### src/rtl/grid_robot_if.sv
// grid_robot_if
//   Command handshake bundle between a command source and grid_robot.
//   Parameter:
//     CNT_W     width of the step-count field
//   Signals:
//     cmd_valid  source -> robot   a command is present
//     cmd_ready  robot  -> source  the robot can take a command this cycle
//     cmd_dir    source -> robot   direction, N=0 E=1 S=2 W=3
//     cmd_steps  source -> robot   number of steps requested
//   Modports: master (command source), slave (robot).
interface grid_robot_if #(
    parameter int CNT_W = 4
);
    logic             cmd_valid;
    logic             cmd_ready;
    logic [1:0]       cmd_dir;
    logic [CNT_W-1:0] cmd_steps;

    modport master (
        output cmd_valid,
        output cmd_dir,
        output cmd_steps,
        input  cmd_ready
    );

    modport slave (
        input  cmd_valid,
        input  cmd_dir,
        input  cmd_steps,
        output cmd_ready
    );
endinterface

### src/rtl/grid_robot.sv
// grid_robot
//   Command-driven grid-walking robot. Accepts move commands (direction and
//   step count) over a valid/ready handshake and walks one step per clock
//   inside a BOUND_X x BOUND_Y grid. In the default build a step that would
//   leave the grid is blocked: the command aborts and a saturating bump
//   counter increments. Defining GRID_ROBOT_WRAP_EN makes the grid toroidal,
//   so steps never block and commands always run to completion.
//   Ports:
//     clk         clock, all state on the rising edge
//     rst_n       asynchronous active-low reset
//     cmd         grid_robot_if.slave command handshake
//     x, y        registered current position
//     busy        a command is executing
//     done        one-cycle pulse when a command completes or aborts
//     bump        one-cycle pulse when a step is blocked by a wall
//     bump_count  saturating count of bumps since reset
module grid_robot #(
    parameter int WIDTH   = 5,
    parameter int BOUND_X = 10,
    parameter int BOUND_Y = 10,
    parameter int STEP    = 1,
    parameter int CNT_W   = 4,
    parameter int BUMP_W  = 8
) (
    input  logic              clk,
    input  logic              rst_n,
    grid_robot_if.slave       cmd,
    output logic [WIDTH-1:0]  x,
    output logic [WIDTH-1:0]  y,
    output logic              busy,
    output logic              done,
    output logic              bump,
    output logic [BUMP_W-1:0] bump_count
);

    localparam logic [0:0] IDLE = 1'b0;
    localparam logic [0:0] MOVE = 1'b1;

    localparam logic [1:0] DIR_N = 2'd0;
    localparam logic [1:0] DIR_E = 2'd1;
    localparam logic [1:0] DIR_S = 2'd2;
    localparam logic [1:0] DIR_W = 2'd3;

    localparam logic [WIDTH:0] STEP_X = (WIDTH+1)'(STEP);
    localparam logic [WIDTH:0] BND_X  = (WIDTH+1)'(BOUND_X);
    localparam logic [WIDTH:0] BND_Y  = (WIDTH+1)'(BOUND_Y);

    logic [0:0]       state;
    logic [1:0]       dir_q;
    logic [CNT_W-1:0] remaining;

    logic [WIDTH:0]   cand;
    logic             blocked;
    logic [WIDTH-1:0] next_x;
    logic [WIDTH-1:0] next_y;

    assign cmd.cmd_ready = (state == IDLE);
    assign busy          = (state == MOVE);

    // Candidate position for the latched direction. The extra top bit lets
    // the upper-wall compare see x+STEP / y+STEP without overflow.
    always_comb begin
        cand    = '0;
        blocked = 1'b0;
        next_x  = x;
        next_y  = y;
        case (dir_q)
            DIR_N: begin
                cand = {1'b0, y} + STEP_X;
                if (cand >= BND_Y) begin
`ifdef GRID_ROBOT_WRAP_EN
                    cand = cand - BND_Y;
`else
                    blocked = 1'b1;
`endif
                end
                next_y = cand[WIDTH-1:0];
            end
            DIR_S: begin
                if ({1'b0, y} < STEP_X) begin
`ifdef GRID_ROBOT_WRAP_EN
                    cand = {1'b0, y} + BND_Y - STEP_X;
`else
                    cand    = {1'b0, y};
                    blocked = 1'b1;
`endif
                end else begin
                    cand = {1'b0, y} - STEP_X;
                end
                next_y = cand[WIDTH-1:0];
            end
            DIR_E: begin
                cand = {1'b0, x} + STEP_X;
                if (cand >= BND_X) begin
`ifdef GRID_ROBOT_WRAP_EN
                    cand = cand - BND_X;
`else
                    blocked = 1'b1;
`endif
                end
                next_x = cand[WIDTH-1:0];
            end
            default: begin
                if ({1'b0, x} < STEP_X) begin
`ifdef GRID_ROBOT_WRAP_EN
                    cand = {1'b0, x} + BND_X - STEP_X;
`else
                    cand    = {1'b0, x};
                    blocked = 1'b1;
`endif
                end else begin
                    cand = {1'b0, x} - STEP_X;
                end
                next_x = cand[WIDTH-1:0];
            end
        endcase
    end

    // Command FSM, position registers and bump counter. done and bump
    // default low each cycle so they only ever pulse for one cycle.
    always_ff @(posedge clk or negedge rst_n) begin
        if (!rst_n) begin
            state      <= IDLE;
            dir_q      <= DIR_N;
            remaining  <= '0;
            x          <= '0;
            y          <= '0;
            done       <= 1'b0;
            bump       <= 1'b0;
            bump_count <= '0;
        end else begin
            done <= 1'b0;
            bump <= 1'b0;
            case (state)
                IDLE: begin
                    if (cmd.cmd_valid) begin
                        if (cmd.cmd_steps == '0) begin
                            done <= 1'b1;
                        end else begin
                            dir_q     <= cmd.cmd_dir;
                            remaining <= cmd.cmd_steps;
                            state     <= MOVE;
                        end
                    end
                end
                default: begin
                    if (blocked) begin
                        bump  <= 1'b1;
                        done  <= 1'b1;
                        state <= IDLE;
                        if (bump_count != '1) begin
                            bump_count <= bump_count + BUMP_W'(1);
                        end
                    end else begin
                        x         <= next_x;
                        y         <= next_y;
                        remaining <= remaining - CNT_W'(1);
                        if (remaining == CNT_W'(1)) begin
                            done  <= 1'b1;
                            state <= IDLE;
                        end
                    end
                end
            endcase
        end
    end

endmodule

### src/flat_wrapper.sv
// flat-port wrapper written by rule: the top's interface ports become plain ports
module grid_robot_flat 
#(
    parameter int WIDTH   = 5,
    parameter int BOUND_X = 10,
    parameter int BOUND_Y = 10,
    parameter int STEP    = 1,
    parameter int CNT_W   = 4,
    parameter int BUMP_W  = 8
)
  (clk, rst_n, x, y, busy, done, bump, bump_count, cmd_cmd_valid, cmd_cmd_dir, cmd_cmd_steps, cmd_cmd_ready);
  grid_robot_if #(.CNT_W(CNT_W)) cmd_i ();
  input  logic clk;
  input  logic rst_n;
  output logic [WIDTH-1:0] x;
  output logic [WIDTH-1:0] y;
  output logic busy;
  output logic done;
  output logic bump;
  output logic [BUMP_W-1:0] bump_count;
  input wire logic [$bits(cmd_i.cmd_valid)-1:0] cmd_cmd_valid;
  input wire logic [$bits(cmd_i.cmd_dir)-1:0] cmd_cmd_dir;
  input wire logic [$bits(cmd_i.cmd_steps)-1:0] cmd_cmd_steps;
  output wire logic [$bits(cmd_i.cmd_ready)-1:0] cmd_cmd_ready;
  assign cmd_i.cmd_valid = cmd_cmd_valid;
  assign cmd_i.cmd_dir = cmd_cmd_dir;
  assign cmd_i.cmd_steps = cmd_cmd_steps;
  assign cmd_cmd_ready = cmd_i.cmd_ready;
  grid_robot #(.WIDTH(WIDTH), .BOUND_X(BOUND_X), .BOUND_Y(BOUND_Y), .STEP(STEP), .CNT_W(CNT_W), .BUMP_W(BUMP_W)) u_core (.clk(clk), .rst_n(rst_n), .cmd(cmd_i), .x(x), .y(y), .busy(busy), .done(done), .bump(bump), .bump_count(bump_count));
endmodule
### config.mk
export PLATFORM = sky130hd
export DESIGN_NAME = grid_robot_flat
export DESIGN_NICKNAME = d
export VERILOG_FILES = /design/src/rtl/grid_robot_if.sv /design/src/rtl/grid_robot.sv /design/src/flat_wrapper.sv
export SDC_FILE = /design/constraint.sdc
export NUM_CORES = 1
export LEC_CHECK = 0
export CORE_ASPECT_RATIO = 1.75
export CORE_MARGIN = 10
export CORE_UTILIZATION = 45
export CTS_BUF_LIST = sky130_fd_sc_hd__clkbuf_4 sky130_fd_sc_hd__clkbuf_8
export DETAILED_ROUTE_END_ITERATION = 8
export PLACE_DENSITY = 0.78
export SLEW_MARGIN = 20
export SYNTH_ARGS = -nofsm -noshare
export SYNTH_HDL_FRONTEND = slang
export SYNTH_SLANG_ARGS = --single-unit
### constraint.sdc
create_clock -name clk -period 2.29 [get_ports clk]
set_clock_uncertainty 0.1 [all_clocks]
set_input_delay 0.229 -clock clk [delete_from_list [all_inputs] [get_ports clk]]
set_output_delay 0.229 -clock clk [all_outputs]
set_load 0.05 [all_outputs]
==> results.json, run 1 <==
{
  "run_status": "complete, but fails checks",
  "failed_checks": "negative setup slack",
  "synth_top_flop_cell": "sky130_fd_sc_hd__dfrtp_1",
  "worst_path_max_delay_cell": "sky130_fd_sc_hd__dfrtp_4",
  "most_frequent_standard_cell_in_the_layout_excluding_fill_and_tap_cells": "sky130_fd_sc_hd__clkdlybuf4s50_1",
  "hold_path_class": "primary input to async pin",
  "tritoncts_clock_tree": "built",
  "clockBufferDepth": 2,
  "viasPerCell": 5.62,
  "max_cap_viol_count": 0,
  "final_clock_period_utilization_by_the_worst_path_pct": 102,
  "clk_latency_ns": 0.27,
  "die_area_um2": 6970,
  "r2r-end": "u_core.bump_count[4]",
  "slew_viol_final": 0,
  "die-width_um": 67.5,
  "io_pins": 31,
  "synth_enable_flop_cells": 0,
  "firstDrtPassIters": 4,
  "finalCriticalPeriod_ns": 2.34,
  "async_flop_share_pct": 100,
  "worstPathArrival_ns": 2.40,
  "finalCoreUtilization_pct": 64.3,
  "syn_area_um2": 1780,
  "critical_path.reg2reg.startpoint": "u_core.x[0]",
  "drtIter0Drc": 63,
  "synth-seq-area-share_pct": 38.0,
  "ff2ff_setup_slack_ns": -0.05,
  "floorplan.initialDensity_pct": 46.0,
  "synth_largest_type_area_fraction_pct": 38.0,
  "placed_area_um2": 2330,
  "layout-area-overhead-vs-synth_pct": 39.7,
  "r2r_depth": 8,
  "cts_hold_buffers": 0,
  "route.vias.total": 1539,
  "drive_gt1_share_pct": 25.7,
  "path_cells": "inv_4, ha_4, o311a_4, o311ai_4, buf_12, buf_4, a211oi_2, xor2_1",
  "slew_headroom_pct": 38.7,
  "crit_type": "flip-flop to flip-flop",
  "grt_pass1_vias": 1547,
  "diodes": 0,
  "postSynthNetCount": 194,
  "avgSynthCellArea_um2": 10.1,
  "post-route-cell-area_um2": 2490,
  "fillerInstances": 315,
  "placementRows": 30,
  "wl_per_cell_um": 16.5,
  "fp.coreArea_um2": 3870,
  "stage_delay_of_the_slowest_cell_on_the_critical_path_ns": 0.53,
  "cts_root_buf": "sky130_fd_sc_hd__clkbuf_8",
  "die_h_um": 103,
  "area.sequential_um2": 684,
  "mostFrequentLayoutCells": "sky130_fd_sc_hd__clkdlybuf4s50_1 (29), sky130_fd_sc_hd__buf_4 (22), sky130_fd_sc_hd__dfrtp_1 (22), sky130_fd_sc_hd__inv_1 (13), sky130_fd_sc_hd__xnor2_1 (10)",
  "port_buffers": 30,
  "synthDistinctLibCells": 46,
  "yosys_warnings": 0,
  "post_synth_inst_count": 176,
  "final_nets": 245,
  "number_of_antenna_violations_at_the_first_check_in_global_routing": 0,
  "drt-total-wl_um": 4530,
  "dp.final_hpwl_um": 3370,
  "biggest_area_consumer_among_synthesized_cells": "sky130_fd_sc_hd__dfrtp_1",
  "global_route_usage_sum_pct": 12.6,
  "synth-seq-cells": 27,
  "tns_ns": -0.193,
  "setup_ws_ns": -0.0530,
  "multi_input_comb_area_um2": 1120,
  "grt_setup_unrepaired": "yes",
  "grt_first_pass_wirelength_um": 6940,
  "hold_violation_total_from_the_final_report": 0,
  "highest_achievable_clock_rate_ghz": 0.427,
  "worst_setup_path_end_kind": "flip-flop",
  "cts_made_buffers": 3,
  "tritoncts_num_sinks": 27,
  "routabilityCongestion": 0.858,
  "setup_viol": 6,
  "worstPathMaxFanout": 6,
  "drtAntennaViolNets": 0,
  "gr-total-overflow": 0,
  "tightest_slew_ns": 0.914,
  "register_clock_pin_slew_on_the_reported_worst_setup_and_hold_paths_ns": 0.09,
  "grt_max_degree": 28,
  "synth.area.top_cells": "sky130_fd_sc_hd__dfrtp_1 (38%), sky130_fd_sc_hd__ha_1 (6.3%), sky130_fd_sc_hd__xnor2_1 (4.9%)",
  "critPathLaunchType": "flip-flop",
  "cts_max_level": 1,
  "worstPathRequired_ns": 2.35,
  "drc": 0
}
==> layout make-up <==
type                            instances  area share, %
Multi-Input combinational cell        126           45.1
Sequential cell                        27           27.5
Timing Repair Buffer                   54           20.6
Inverter                               15           2.37
Tap cell                               48           2.42
Clock buffer                            4           1.96
==> cell families after synthesis <==
| kind of cell | share of synthesized area, % |
|---|---|
| simple gates | 14.3 |
| compound gates | 22.1 |
| flops | 38.0 |
| buf+inv | 5.84 |
| xor+xnor | 9.35 |
| fa+ha+maj | 6.33 |
| mux | 4.15 |
==> flip-flops by register name, summed over array words and instances, names as in the netlist <==
signal             count
u_core.bump_count      8
u_core.x               5
u_core.y               5
u_core.remaining       4
u_core.dir_q           2
u_core.bump            1
u_core.busy            1
u_core.done            1
==> cell usage after synthesis, types with 3 or more instances <==
| cell type | instances |
|---|---|
| sky130_fd_sc_hd__a21oi_1 | 5 |
| sky130_fd_sc_hd__inv_1 | 15 |
| sky130_fd_sc_hd__nor3_1 | 6 |
| sky130_fd_sc_hd__mux2i_1 | 4 |
| sky130_fd_sc_hd__o211ai_1 | 3 |
| sky130_fd_sc_hd__nand2_1 | 8 |
| sky130_fd_sc_hd__a311oi_1 | 3 |
| sky130_fd_sc_hd__nand3_1 | 11 |
| sky130_fd_sc_hd__xnor2_1 | 10 |
| sky130_fd_sc_hd__nand4_1 | 5 |
| sky130_fd_sc_hd__o21ai_0 | 5 |
| sky130_fd_sc_hd__ha_1 | 9 |
| sky130_fd_sc_hd__mux2_1 | 3 |
| sky130_fd_sc_hd__nor2_1 | 8 |
| sky130_fd_sc_hd__dfrtp_1 | 27 |
| sky130_fd_sc_hd__clkbuf_1 | 4 |
| sky130_fd_sc_hd__a211oi_2 | 3 |
| sky130_fd_sc_hd__xor2_1 | 9 |
==> worst max-delay path, delay by kind of cell, from the launching register on <==
family,cells,cell delay [ns]
compound gates,3,0.84
xor+xnor,1,0.18
fa+ha+maj,1,0.20
buf+inv,3,0.38
flops,1,0.53
==> how the worst max path moves through the flow <==
| stage | startpoint | end | slack [ns] | depth (start not counted) |
|---|---|---|---|---|
| 2_1_floorplan | u_core.x[0] | u_core.remaining[3] | -0.07 | 7 |
| 3_3_place_gp | u_core.x[0] | u_core.bump_count[1] | -0.005 | 7 |
| 3_5_place_dp | u_core.x[0] | u_core.bump_count[1] | -0.03 | 7 |
| 4_1_cts | u_core.x[0] | u_core.bump_count[1] | -0.03 | 7 |
| 5_1_grt | u_core.x[0] | u_core.bump_count[4] | -0.12 | 8 |
| 6_report | u_core.x[0] | u_core.bump_count[4] | -0.05 | 8 |
==> routing by layer <==
metal  wire length, um  GRT usage [%]  share of wire, %
met1              1630           12.0                36
met5                 0              0                 0
met3               197           1.83               4.3
met4               116           6.35               2.6
met2              2590           24.6                57
==> metrics by stage <==
step	std cells	worst slack, ns	hold WS, ns
floorplan	176	-0.0685	-0.167
global placement	265	-0.00467	0.386
detailed placement	265	-0.0332	0.387
CTS	271	-0.0292	0.242
global route	274	-0.117	0.263
finish	274	-0.0530	0.229
==> repair_timing <==
action / CTS / global route
gates resized for setup: 1 / 8
setup endpoints to repair: 2 / 9
pin swaps: 0 / 10
setup buffers: 2 / 2
hold endpoints to repair: 0 / 0
cloned: 0 / 1
Power of run 1 is left out: the tool's default activity adds up to more than one toggle a clock period on the data nets, which glitch-free logic cannot reach.
==> run 2: changes to the inputs <==
==> constraint.sdc (replaced) <==
create_clock -name clk -period 2.29 [get_ports clk]
set_clock_uncertainty 0.1 [all_clocks]
set_input_delay 0.458 -clock clk [delete_from_list [all_inputs] [get_ports clk]]
set_output_delay 0.458 -clock clk [all_outputs]
set_load 0.05 [all_outputs]
==> run 2 against run 1 <==
The run still ends with negative setup slack left; cell count unchanged; die area is the same; first-iteration DRC count decreased by 29%; flip-flop and latch count is the same; hold slack better by 0.17 ns; sequential share of layout area up 0.38 points; via count rose by 1.7%; setup slack improved by 0.00065 ns; cell area fell by 1.4%; global-route usage grew 1.2 points.
==> results.json, run 2 (synthesized netlist as in run 1, its figures left out) <==
{
  "clk_latency_ns": 0.27,
  "io_pins": 31,
  "hold_path_class": "flip-flop to flip-flop",
  "critical_path.reg2reg.startpoint": "u_core.x[0]",
  "routabilityCongestion": 0.889,
  "gr-total-overflow": 0,
  "layout-area-overhead-vs-synth_pct": 37.8,
  "largest_register_ffs": 8,
  "grt_first_pass_wirelength_um": 7660,
  "hold_depth": 1,
  "timing.hold.worst_endpoint": "u_core.bump_count[6]",
  "number_of_antenna_violations_at_the_first_check_in_global_routing": 0,
  "firstDrtPassIters": 4,
  "global_route_usage_sum_pct": 13.8,
  "tritoncts_clock_tree": "built",
  "largest_registers": "u_core.bump_count: 8 flops, u_core.x: 5 flops, u_core.y: 5 flops",
  "max_cap_viol_count": 0,
  "diodes": 0,
  "setup_viol": 7,
  "fillerInstances": 324,
  "worst_setup_path_end_kind": "flip-flop",
  "cts_max_level": 1,
  "min-delay-start": "u_core.bump_count[6]",
  "run_status": "complete, but fails checks",
  "worstPathRequired_ns": 2.35,
  "die-width_um": 67.5,
  "cts_made_buffers": 3,
  "crit_type": "flip-flop to flip-flop",
  "register_clock_pin_slew_on_the_reported_worst_setup_and_hold_paths_ns": 0.09,
  "failed_checks": "negative setup slack",
  "tightest_slew_ns": 0.559,
  "cts_root_buf": "sky130_fd_sc_hd__clkbuf_8",
  "drc": 0,
  "grt_pass1_vias": 1684,
  "fp.coreArea_um2": 3870,
  "drtAntennaViolNets": 0,
  "area.sequential_um2": 684,
  "placed_instances": 268,
  "ff2ff_setup_slack_ns": -0.05,
  "mostFrequentLayoutCells": "sky130_fd_sc_hd__buf_4 (27), sky130_fd_sc_hd__clkdlybuf4s50_1 (26), sky130_fd_sc_hd__dfrtp_1 (22), sky130_fd_sc_hd__inv_1 (13), sky130_fd_sc_hd__xnor2_1 (10)",
  "die_area_um2": 6970,
  "hold_slack_ns": 0.399,
  "r2r_depth": 7,
  "floorplan.initialDensity_pct": 46.0,
  "tritoncts_num_sinks": 27,
  "multi_input_comb_area_um2": 1120,
  "route.vias.total": 1565,
  "cts_hold_buffers": 0,
  "port_buffers": 30,
  "final_nets": 245,
  "largest-register": "u_core.bump_count",
  "slew_headroom_pct": 62.5,
  "dp.final_hpwl_um": 3560,
  "layoutNonFillerInstCount": 274,
  "die_h_um": 103,
  "worstPathArrival_ns": 2.40,
  "wl_per_cell_um": 17.2,
  "critPathLaunchType": "flip-flop",
  "grt_max_degree": 28,
  "drtIter0Drc": 45,
  "hold_violation_total_from_the_final_report": 0,
  "most_frequent_standard_cell_in_the_layout_excluding_fill_and_tap_cells": "sky130_fd_sc_hd__buf_4",
  "slew_viol_final": 0,
  "grt_setup_unrepaired": "yes",
  "r2r-end": "u_core.bump_count[1]",
  "clockBufferDepth": 2,
  "drt-total-wl_um": 4700,
  "highest_achievable_clock_rate_ghz": 0.427,
  "finalCriticalPeriod_ns": 2.34,
  "viasPerCell": 5.71,
  "worstPathMaxFanout": 11,
  "setup_ws_ns": -0.0524,
  "placementRows": 30,
  "final_clock_period_utilization_by_the_worst_path_pct": 102,
  "drive_gt1_share_pct": 27.4
}
[run 2: cell types whose count changed in the layout (fill, tap and decap cells not counted), sizes merged]
cell           before  now
buf                24   28
clkbuf              5    4
clkdlybuf4s50      29   26
[run 2: cell type report]
class / instances / share of cell area [%]
Multi-Input combinational cell: 126 / 45.7
Tap cell: 48 / 2.45
Sequential cell: 27 / 27.9
Timing Repair Buffer: 54 / 19.7
Clock buffer: 4 / 1.99
Inverter: 15 / 2.30
[run 2: worst max path at each step]
stage | from | endpoint | slack, ns | cells after the start
after detailed placement | cmd_cmd_steps[2] | u_core.remaining[0] | -0.14 | 6
after CTS | u_core.x[0] | u_core.bump_count[5] | -0.06 | 6
final | u_core.x[0] | u_core.bump_count[1] | -0.05 | 7
after global placement | cmd_cmd_steps[2] | u_core.remaining[0] | -0.07 | 6
after floorplan | u_core.x[0] | u_core.remaining[3] | -0.07 | 7
after global routing | u_core.x[0] | u_core.remaining[2] | -0.12 | 8
[run 2: through the flow]
| step | worst slack, ns | util (%) | instance area [um2] | TNS, ns |
|---|---|---|---|---|
| after global placement | -0.0748 | 60.6 | 2340 | -0.128 |
| after global routing | -0.120 | 63.4 | 2450 | -0.836 |
| after floorplan | -0.0685 | - | 1870 | -0.514 |
| after detailed placement | -0.141 | 60.6 | 2340 | -0.419 |
| after CTS | -0.0574 | 62.8 | 2430 | -0.236 |
| final | -0.0524 | 63.4 | 2450 | -0.213 |
[run 2: per-layer routing]
metal | track usage (%) | part of all wire (%) | routed length, um | up-vias
met5 | 0 | 0 | 0 | -
met4 | 6.35 | 2.1 | 97 | 0
met3 | 3.02 | 4.1 | 191 | 8
met2 | 26.8 | 59 | 2790 | 43
met1 | 12.8 | 35 | 1630 | 773
li1 | - | - | - | 741
[run 2: critical path, cell delays in order (launching register included)]
cell and delay (ns):
sky130_fd_sc_hd__dfrtp_4 0.52, sky130_fd_sc_hd__ha_4 0.18, sky130_fd_sc_hd__xor2_1 0.15, sky130_fd_sc_hd__o311a_4 0.41, sky130_fd_sc_hd__o311ai_4 0.28, sky130_fd_sc_hd__buf_12 0.19
sky130_fd_sc_hd__a21oi_2 0.08, sky130_fd_sc_hd__mux2_4 0.32
[run 2: timing repair]
action,4_1_cts,5_1_grt
setup endpoints to repair,5,11
gates cloned,0,0
gates resized for setup,3,4
setup buffers,2,0
pin swaps,1,2
Power of run 2 is left out for the same reason.
==> run 3: changes to the inputs <==
--- a/config.mk
+++ b/config.mk
@@ -5,7 +5,7 @@
 export SDC_FILE = /design/constraint.sdc
 export NUM_CORES = 1
 export LEC_CHECK = 0
-export CORE_ASPECT_RATIO = 1.75
+export CORE_ASPECT_RATIO = 1.2
 export CORE_MARGIN = 10
 export CORE_UTILIZATION = 45
 export CTS_BUF_LIST = sky130_fd_sc_hd__clkbuf_4 sky130_fd_sc_hd__clkbuf_8
==> constraint.sdc (replaced) <==
create_clock -name clk -period 2.29 [get_ports clk]
set_clock_uncertainty 0.1 [all_clocks]
set_input_delay 0.458 -clock clk [delete_from_list [all_inputs] [get_ports clk]]
set_output_delay 0.458 -clock clk [all_outputs]
set_load 0.01 [all_outputs]
==> run 3 against run 2 <==
The flow now finishes without violations; setup slack better by 0.072 ns; utilization down 0.37 points; die area down 1.3%; non-clock buffer count down 1; highest routed layer unchanged; first-iteration DRC count rose to 3.6 times the previous value; cell count up 1.8%; critical path depth unchanged; via count down 3.2%; sequential share of layout area down 0.13 points; count of clock-buffer cells in the layout unchanged.
==> results.json, run 3 (synthesized netlist as in run 1, its figures left out) <==
{
  "wl_per_cell_um": 15.6,
  "finalCoreUtilization_pct": 63.1,
  "hold_violation_total_from_the_final_report": 0,
  "stage_delay_of_the_slowest_cell_on_the_critical_path_ns": 0.45,
  "worst_setup_path_end_kind": "flip-flop",
  "grt_setup_unrepaired": "yes",
  "critical_path.reg2reg.startpoint": "u_core.x[1]",
  "design_power_total_uw": 3820,
  "register_clock_pin_slew_on_the_reported_worst_setup_and_hold_paths_ns": 0.09,
  "firstDrtPassIters": 4,
  "min-delay-start": "u_core.bump_count[7]",
  "io_pins": 31,
  "pwr-share-comb_pct": 67.4,
  "cts_hold_buffers": 0,
  "dp.final_hpwl_um": 3110,
  "ff2ff_setup_slack_ns": 0.02,
  "drc": 0,
  "slew_viol_final": 0,
  "fp.coreArea_um2": 3880,
  "max_cap_viol_count": 0,
  "global_route_usage_sum_pct": 12.2,
  "most_frequent_standard_cell_in_the_layout_excluding_fill_and_tap_cells": "sky130_fd_sc_hd__clkdlybuf4s50_1",
  "cts_max_level": 1,
  "finalCriticalPeriod_ns": 2.27,
  "layout-area-overhead-vs-synth_pct": 37.5,
  "gr-total-overflow": 0,
  "timing.hold.worst_endpoint": "u_core.bump_count[7]",
  "largest-register": "u_core.bump_count",
  "die_area_um2": 6880,
  "die-width_um": 77.4,
  "clock_power_share_pct": 7.4,
  "fillerInstances": 331,
  "drtAntennaViolNets": 0,
  "tightest_slew_ns": 0.507,
  "multi_input_comb_area_um2": 1070,
  "drt-total-wl_um": 4350,
  "cts_root_buf": "sky130_fd_sc_hd__clkbuf_8",
  "worstPathRequired_ns": 2.35,
  "run_status": "finished, final reports clean",
  "worst_path_max_delay_cell": "sky130_fd_sc_hd__dfrtp_2",
  "grt_max_degree": 28,
  "cellPowerDensity_nw_per_um2": 1560,
  "area.sequential_um2": 679,
  "number_of_antenna_violations_at_the_first_check_in_global_routing": 0,
  "tritoncts_clock_tree": "built",
  "slew_headroom_pct": 66.0,
  "final_nets": 244,
  "worstPathMaxFanout": 7,
  "mostFrequentLayoutCells": "sky130_fd_sc_hd__clkdlybuf4s50_1 (30), sky130_fd_sc_hd__dfrtp_1 (24), sky130_fd_sc_hd__buf_4 (19), sky130_fd_sc_hd__inv_1 (13)",
  "power.share.sequential_pct": 25.3,
  "route.vias.total": 1515,
  "cts_made_buffers": 3,
  "grt_pass1_vias": 1476,
  "worstPathArrival_ns": 2.33,
  "hold_path_class": "flip-flop to flip-flop",
  "setup_viol": 0,
  "hold_depth": 1,
  "die_h_um": 88.9,
  "internal_power_uw": 2140,
  "clockBufferDepth": 2,
  "drive_gt1_share_pct": 21.8,
  "r2r-end": "u_core.bump_count[1]",
  "final_clock_period_utilization_by_the_worst_path_pct": 99.2,
  "clk_latency_ns": 0.27,
  "placementRows": 25,
  "floorplan.initialDensity_pct": 45.9,
  "p_leak_uw": 0.00101,
  "viasPerCell": 5.43,
  "tritoncts_num_sinks": 27,
  "port_buffers": 30,
  "r2r_depth": 7,
  "critical_path.startpoint": "u_core.x[1]",
  "largest_registers": "u_core.bump_count: 8 flops, u_core.x: 5 flops, u_core.y: 5 flops",
  "largest_register_ffs": 8,
  "ir_drop_mv": 0.768,
  "grt_first_pass_wirelength_um": 6920,
  "drtIter0Drc": 164,
  "diodes": 0,
  "proportion_of_total_power_due_to_net_switching_pct": 44.0,
  "highest_achievable_clock_rate_ghz": 0.440,
  "routabilityCongestion": 0.850,
  "path_cells": "inv_2, ha_4, o311a_4, o311ai_4, buf_12, a21oi_4, mux2_4",
  "hold_slack_ns": 0.403,
  "critPathLaunchType": "flip-flop",
  "switchingPower_uw": 1680,
  "crit_type": "flip-flop to flip-flop"
}
[run 3: cell types whose count changed in the layout (fill, tap and decap cells not counted), moves of 2 or more]
cell,before,now
sky130_fd_sc_hd__a311oi_2,2,0
sky130_fd_sc_hd__buf_4,27,19
sky130_fd_sc_hd__dfrtp_1,22,24
sky130_fd_sc_hd__clkdlybuf4s50_1,26,30
sky130_fd_sc_hd__a311oi_1,1,3
[run 3: area by class of cell]
class | instances | share of cell area, %
multi-input combinational | 126 | 43.9
sequential | 27 | 27.8
timing repair buffer | 53 | 21.2
tap | 54 | 2.76
inverter | 15 | 2.30
clock buffer | 4 | 1.99
[run 3: worst max-delay path by stage]
stage | to | slack (ns)
global placement | u_core.remaining[0] | -0.07
floorplan | u_core.remaining[3] | 0.01
CTS | u_core.bump_count[1] | 0.004
finish | u_core.bump_count[1] | 0.02
detailed placement | u_core.remaining[0] | -0.12
global route | u_core.bump_count[1] | -0.03
[run 3: stage by stage]
step / cell area (um2) / TNS, ns / instances / setup WS, ns
global placement: 2290 / -0.0772 / 270 / -0.0685
CTS: 2350 / 0 / 276 / 0.00387
finish: 2450 / 0 / 279 / 0.0193
detailed placement: 2290 / -0.191 / 270 / -0.124
global route: 2450 / -0.118 / 279 / -0.0341
floorplan: 1810 / 0 / 176 / 0.0111
[run 3: routing by layer]
metal	GRT usage [%]	wire length, um	up-vias
met4	3.99	48	0
met2	22.9	2290	28
met1	13.2	1830	745
li1	-	-	736
met5	0	0	-
met3	2.64	173	6
[run 3: power by group through the flow]
stage               combinational (uW)  sequential [uW]  clock (uW)
floorplan                         1370              993           0
global placement                  2220              956           0
detailed placement                2270              965           0
CTS                               2320              955         297
global route                      2780             1010         312
finish                            2570              965         281
[run 3: what timing repair did]
item / in CTS / in global routing
endpoints found under the hold margin: 0 / 0
gates resized for setup: 0 / 10
gates cloned: 0 / 1
endpoints found under the setup margin: 1 / 6
pin swaps: 0 / 13
setup buffers: 2 / 2
[run 3: worst max-delay path: cells and delay by family, from the launching register on]
family	cells	cell delay (ns)
DFF	1	0.45
AOI/OAI and AO/OA	3	0.84
muxes	1	0.29
adders and majority gates	1	0.21
buffers and inverters	2	0.27
Power figures use the tool's default switching activity.
==> patch 1: new RTL, settings of run 3 <==
`CNT_W` is set to 4 in 3 places; all go to 5.
--- a/src/rtl/grid_robot_if.sv
+++ b/src/rtl/grid_robot_if.sv
@@ -9,7 +9,7 @@
 //     cmd_steps  source -> robot   number of steps requested
 //   Modports: master (command source), slave (robot).
 interface grid_robot_if #(
-    parameter int CNT_W = 4
+    parameter int CNT_W = 5
 );
     logic             cmd_valid;
     logic             cmd_ready;
--- a/src/rtl/grid_robot.sv
+++ b/src/rtl/grid_robot.sv
@@ -19,7 +19,7 @@
     parameter int BOUND_X = 10,
     parameter int BOUND_Y = 10,
     parameter int STEP    = 1,
-    parameter int CNT_W   = 4,
+    parameter int CNT_W   = 5,
     parameter int BUMP_W  = 8
 ) (
     input  logic              clk,
--- a/src/flat_wrapper.sv
+++ b/src/flat_wrapper.sv
@@ -5,7 +5,7 @@
     parameter int BOUND_X = 10,
     parameter int BOUND_Y = 10,
     parameter int STEP    = 1,
-    parameter int CNT_W   = 4,
+    parameter int CNT_W   = 5,
     parameter int BUMP_W  = 8
 )
   (clk, rst_n, x, y, busy, done, bump, bump_count, cmd_cmd_valid, cmd_cmd_dir, cmd_cmd_steps, cmd_cmd_ready);
Interface: changed (resized cmd_cmd_steps); port bits go from 31 to 32. No check against the original RTL was run, so the function may have changed too.
==> patch 1 against run 3 <==
Count of clock-buffer cells in the layout unchanged. Sequential cell count up 1. Die area down 1.6%. Synthesized area down 2.1%. Cell area down 2.9%. Total power down 3.2%. Routed wire length down 2.9%. Hold slack worse by 0.010 ns. Critical path depth unchanged. Worst setup slack better by 0.029 ns. Critical endpoint unchanged. Largest power group unchanged.
==> patch 1: results (changes against run 3) <==
stage;metric;value;unit;change
global_routing;first-pass GRT wire length;6880;um;-0.59%
critical_path;R2R Setup Slk;0.05;ns;+0.03 ns
global_routing;vias in the first global route;1464;;-0.81%
drt;DRT iter0 DRCs;123;;-25%
global_routing;GRT Overall Usage;0.120;;-0.00123
power;Clock power frac;0.081;;+0.007
layout;layout cell share with drive strength beyond 1;0.207;;-0.0109
synth;Synth top cells by count;28 x dfrtp_1, 18 x nand2_1, 14 x nor2_1;;
synth;largest cells by area after synthesis;dfrtp_1 40%, ha_1 6.5%, xor2_1 5.5%;;
placement;DP Area;0.00219;mm^2;-4.2%
power;Comb power frac;0.641;;-0.033
synth;register area share after synthesis;0.402;;+0.0226
power;Leak;1.02;nW;+0.14%
critical_path;Critical Path Max Stage Delay;0.43;ns;-0.02 ns
min_path;hold_sp;u_core.bump_count[6];;
placement;Final HPWL DP;3060;um;-1.8%
power;overall power;3.70;mW;-3.2%
placement;IO buf count;31;;+3.3%
drt;wire length per cell;14.9;um;-4.6%
power;peak supply drop;0.931;mV;+21%
power;switching power;1.60;mW;-4.9%
outcome;status;completed;;
drt;WL final;4220;um;-2.9%
sta;period utilization;0.979;;-0.0128
placement;Place WS;0.0248;ns;+0.148 ns
critical_path;critical path startpoint;u_core.y[0];;
layout;# fillers;305;;-7.9%
synth;Syn Inst Count;185;;+5.1%
layout;Nets;252;;+3.3%
critical_path;CP arrival;2.30;ns;-0.03 ns
critical_path;CP max stage cell;dfrtp_1;;
critical_path;worst r2r src;u_core.y[0];;
placement;GP Congestion;0.855;;+0.64%
synth;Net Count, Synth;204;;+5.2%
synth;Synth cell types;44;;-4.3%
sta;Slew HR;0.529;;-0.131
layout;area delta synth->final;36.4;%;
## patch 1: worst reg2reg max path, delay by kind of cell (launching register included)
| family | cells | cell delay [ns] |
|---|---|---|
| AOI/OAI and AO/OA | 3 | 0.83 |
| xor gates and xnor gates | 1 | 0.15 |
| muxes | 1 | 0.33 |
| adders and majority gates | 1 | 0.22 |
| DFF | 1 | 0.43 |
| and+or+nand+nor | 1 | 0.08 |
## patch 1: metal layers
| metal | track usage | wire (um) | vias up |
|---|---|---|---|
| met5 | 0 | 0 | - |
| met4 | 0.0203 | 0 | 0 |
| met3 | 0.0369 | 199 | 0 |
| met2 | 0.226 | 2260 | 23 |
| met1 | 0.133 | 1760 | 726 |
| li1 | - | - | 739 |
## patch 1: cells by family after synthesis
| kind of cell | Yosys count | share of synthesized area |
|---|---|---|
| AO/OA/AOI/OAI | 32 | 0.134 |
| flip-flops | 28 | 0.402 |
| AND/OR/NAND/NOR | 74 | 0.218 |
| XOR/XNOR | 20 | 0.101 |
| adder cells (fa/ha/maj) | 9 | 0.0647 |
| multiplexers | 6 | 0.0366 |
| buffers and inverters | 16 | 0.0438 |
## patch 1: timing repair
action	4_1_cts	5_1_grt
hold buffers	0	0
buffers inserted	1	2
resized for setup	3	18
pin swaps	3	15
setup endpoints to repair	1	16
## patch 1: cell type report
cell class	count	area share
multi-input cells	141	0.445
flip-flops and latches	28	0.295
repair buffers	49	0.194
well taps	52	0.0274
clock buffers	4	0.0232
inverters	10	0.0158
## patch 1: how the worst min path moves through the flow
stage	end	slack, ns
CTS	u_core.bump_count[6]	0.40
global route	u_core.bump_count[6]	0.42
global placement	u_core.bump_count[6]	0.38
floorplan	u_core.bump	0.06
finish	u_core.bump_count[6]	0.39
detailed placement	u_core.bump_count[6]	0.39
==> patch 2: new RTL, flow settings as in run 3 <==
Without the edit above. Reset style: synchronous (`rst_n`), changed in one clocked block. Comments in the files are not updated.
--- a/src/rtl/grid_robot.sv
+++ b/src/rtl/grid_robot.sv
@@ -118,7 +118,7 @@
 
     // Command FSM, position registers and bump counter. done and bump
     // default low each cycle so they only ever pulse for one cycle.
-    always_ff @(posedge clk or negedge rst_n) begin
+    always_ff @(posedge clk) begin
         if (!rst_n) begin
             state      <= IDLE;
             dir_q      <= DIR_N;
Formal check against the unedited RTL: differs if rst_n is asserted again (counterexample within 4 cycles, from zero or initial values and one cycle with rst_n low); with rst_n held inactive, the same outputs for 10 cycles.
==> patch 2 against run 3 <==
The run now ends with setup timing left. Synthesized area fell by 6.1%. Worst setup slack lost 0.068 ns. Routed wire length up 1.1%. Cell area shrank 4.9%. Die area fell by 4.7%. Sequential cell count is the same.
Power is left out: it rests on default switching activity, and per cell area and clock period it moved more than threefold.
==> patch 2: results (changes against run 3) <==
stage;metric;value;unit;change
synth;register area share after synthesis;0.324;;-0.0562
global_routing;first-pass GRT wire length;7380;um;+6.6%
min_path;hold-critical path endpoint;u_core.remaining[3];;
global_routing;largest net degree at the start of global routing;19;;-32%
drt;Vias;1645;;+8.6%
synth;mux cell area share after synthesis;0.0479;;+0.00645
layout;Nets;272;;+11%
placement;GP Congestion;0.863;;+1.6%
critical_path;worst r2r src;u_core.y[1];;
critical_path;CP arrival;2.46;ns;+0.13 ns
sta;total negative slack;-0.0491;ns;-0.0491 ns
synth;largest cells by area after synthesis;dfxtp_1 32%, ha_1 6.7%, nor2_1 5.2%;;
outcome;status;finished with violations;;
global_routing;GRT Overall Usage;0.140;;+0.0180
global_routing;met3 usage in global routing;0.0355;;+0.00905
global_routing;met1 usage;0.152;;+0.0196
synth;Synth top cells by count;27 x dfxtp_1, 23 x nor2_1, 19 x nand2_1;;
drt;routed wl met3;206;um;+19%
drt;DRT iter0 DRCs;100;;-39%
outcome;violated checks;setup timing;;
synth;Synth Area in Adders;0.0674;;+0.00412
placement;DP Area;0.00216;mm^2;-5.5%
drt;wire length per cell;15.1;um;-3.4%
synth;Net Count, Synth;225;;+16%
critical_path;family with the most delay on the worst path;simple AND/OR/NAND/NOR gates;;
critical_path;FF-to-FF End;u_core.y[3];;
layout;# fillers;309;;-6.6%
drt;Met2 Wirelength;2240;um;-2.4%
synth;Async S/R FF share, synth;0;;-1.00
sta;setup ws final;-0.0491;ns;-0.0684 ns
min_path;hold_sp;u_core.remaining[3];;
sta;worst hold slack;0.384;ns;-0.0187 ns
min_path;Hold Crit Depth;2;;+1
sta;Slew HR;0.705;;+0.0446
synth;post-synthesis compound-gate area fraction;0.192;;-0.0291
sta;Final setup viols;1;;+1
global_routing;routing usage on met2;0.235;;+0.00640
layout;layout cell share with drive strength beyond 1;0.221;;+0.00357
synth;post-synthesis xor/xnor area fraction;0.0629;;-0.0306
clock_network;clock tree buffer depth;2;;unchanged
-- patch 2: cell count changes after synthesis, moves of 6 or more --
cell | before | now
nand2_1 | 8 | 19
nor2_1 | 8 | 23
dfrtp_1 | 27 | 0
xor2_1 | 9 | 3
a21oi_1 | 5 | 12
dfxtp_1 | 0 | 27
nand2b_1 | 1 | 7
-- patch 2: kinds of logic after synthesis --
logic type | Yosys count
XOR/XNOR | 12
adder cells (fa/ha/maj) | 9
multiplexers | 8
buffers and inverters | 23
AO/OA/AOI/OAI | 43
flip-flops | 27
AND/OR/NAND/NOR | 85
-- patch 2: metrics by stage --
stage | setup slack [ns] | instances
after global routing | -0.117 | 292
final | -0.0491 | 292
after floorplan | -0.151 | 207
after detailed placement | -0.0980 | 286
after CTS | -0.0493 | 290
after global placement | -0.0582 | 286
-- patch 2: how the worst max path moves through the flow --
| stage | start | endpoint | slack (ns) | cells after the start |
|---|---|---|---|---|
| after floorplan | u_core.y[0] | u_core.y[3] | -0.15 | 8 |
| after global placement | u_core.y[0] | u_core.bump_count[3] | -0.06 | 8 |
| after detailed placement | u_core.y[0] | u_core.bump_count[3] | -0.1 | 8 |
| after CTS | u_core.y[1] | u_core.y[3] | -0.05 | 7 |
| after global routing | u_core.y[1] | u_core.bump_count[3] | -0.12 | 8 |
| final | u_core.y[1] | u_core.y[3] | -0.05 | 7 |
-- patch 2: layout make-up --
cell class                      instances  area, um^2  share of cell area
Clock buffer                            3        41.3              0.0178
Clock inverter                          1        5.00             0.00215
Inverter                               14        55.1              0.0237
Multi-Input combinational cell        157        1160               0.501
Sequential cell                        27         553               0.238
Tap cell                               39        48.8              0.0210
Timing Repair Buffer                   51         458               0.197
-- patch 2: timing repair --
action,4_1_cts,5_1_grt
setup buffers,0,2
setup endpoints to repair,9,18
pin swaps,1,4
gates resized for setup,5,17
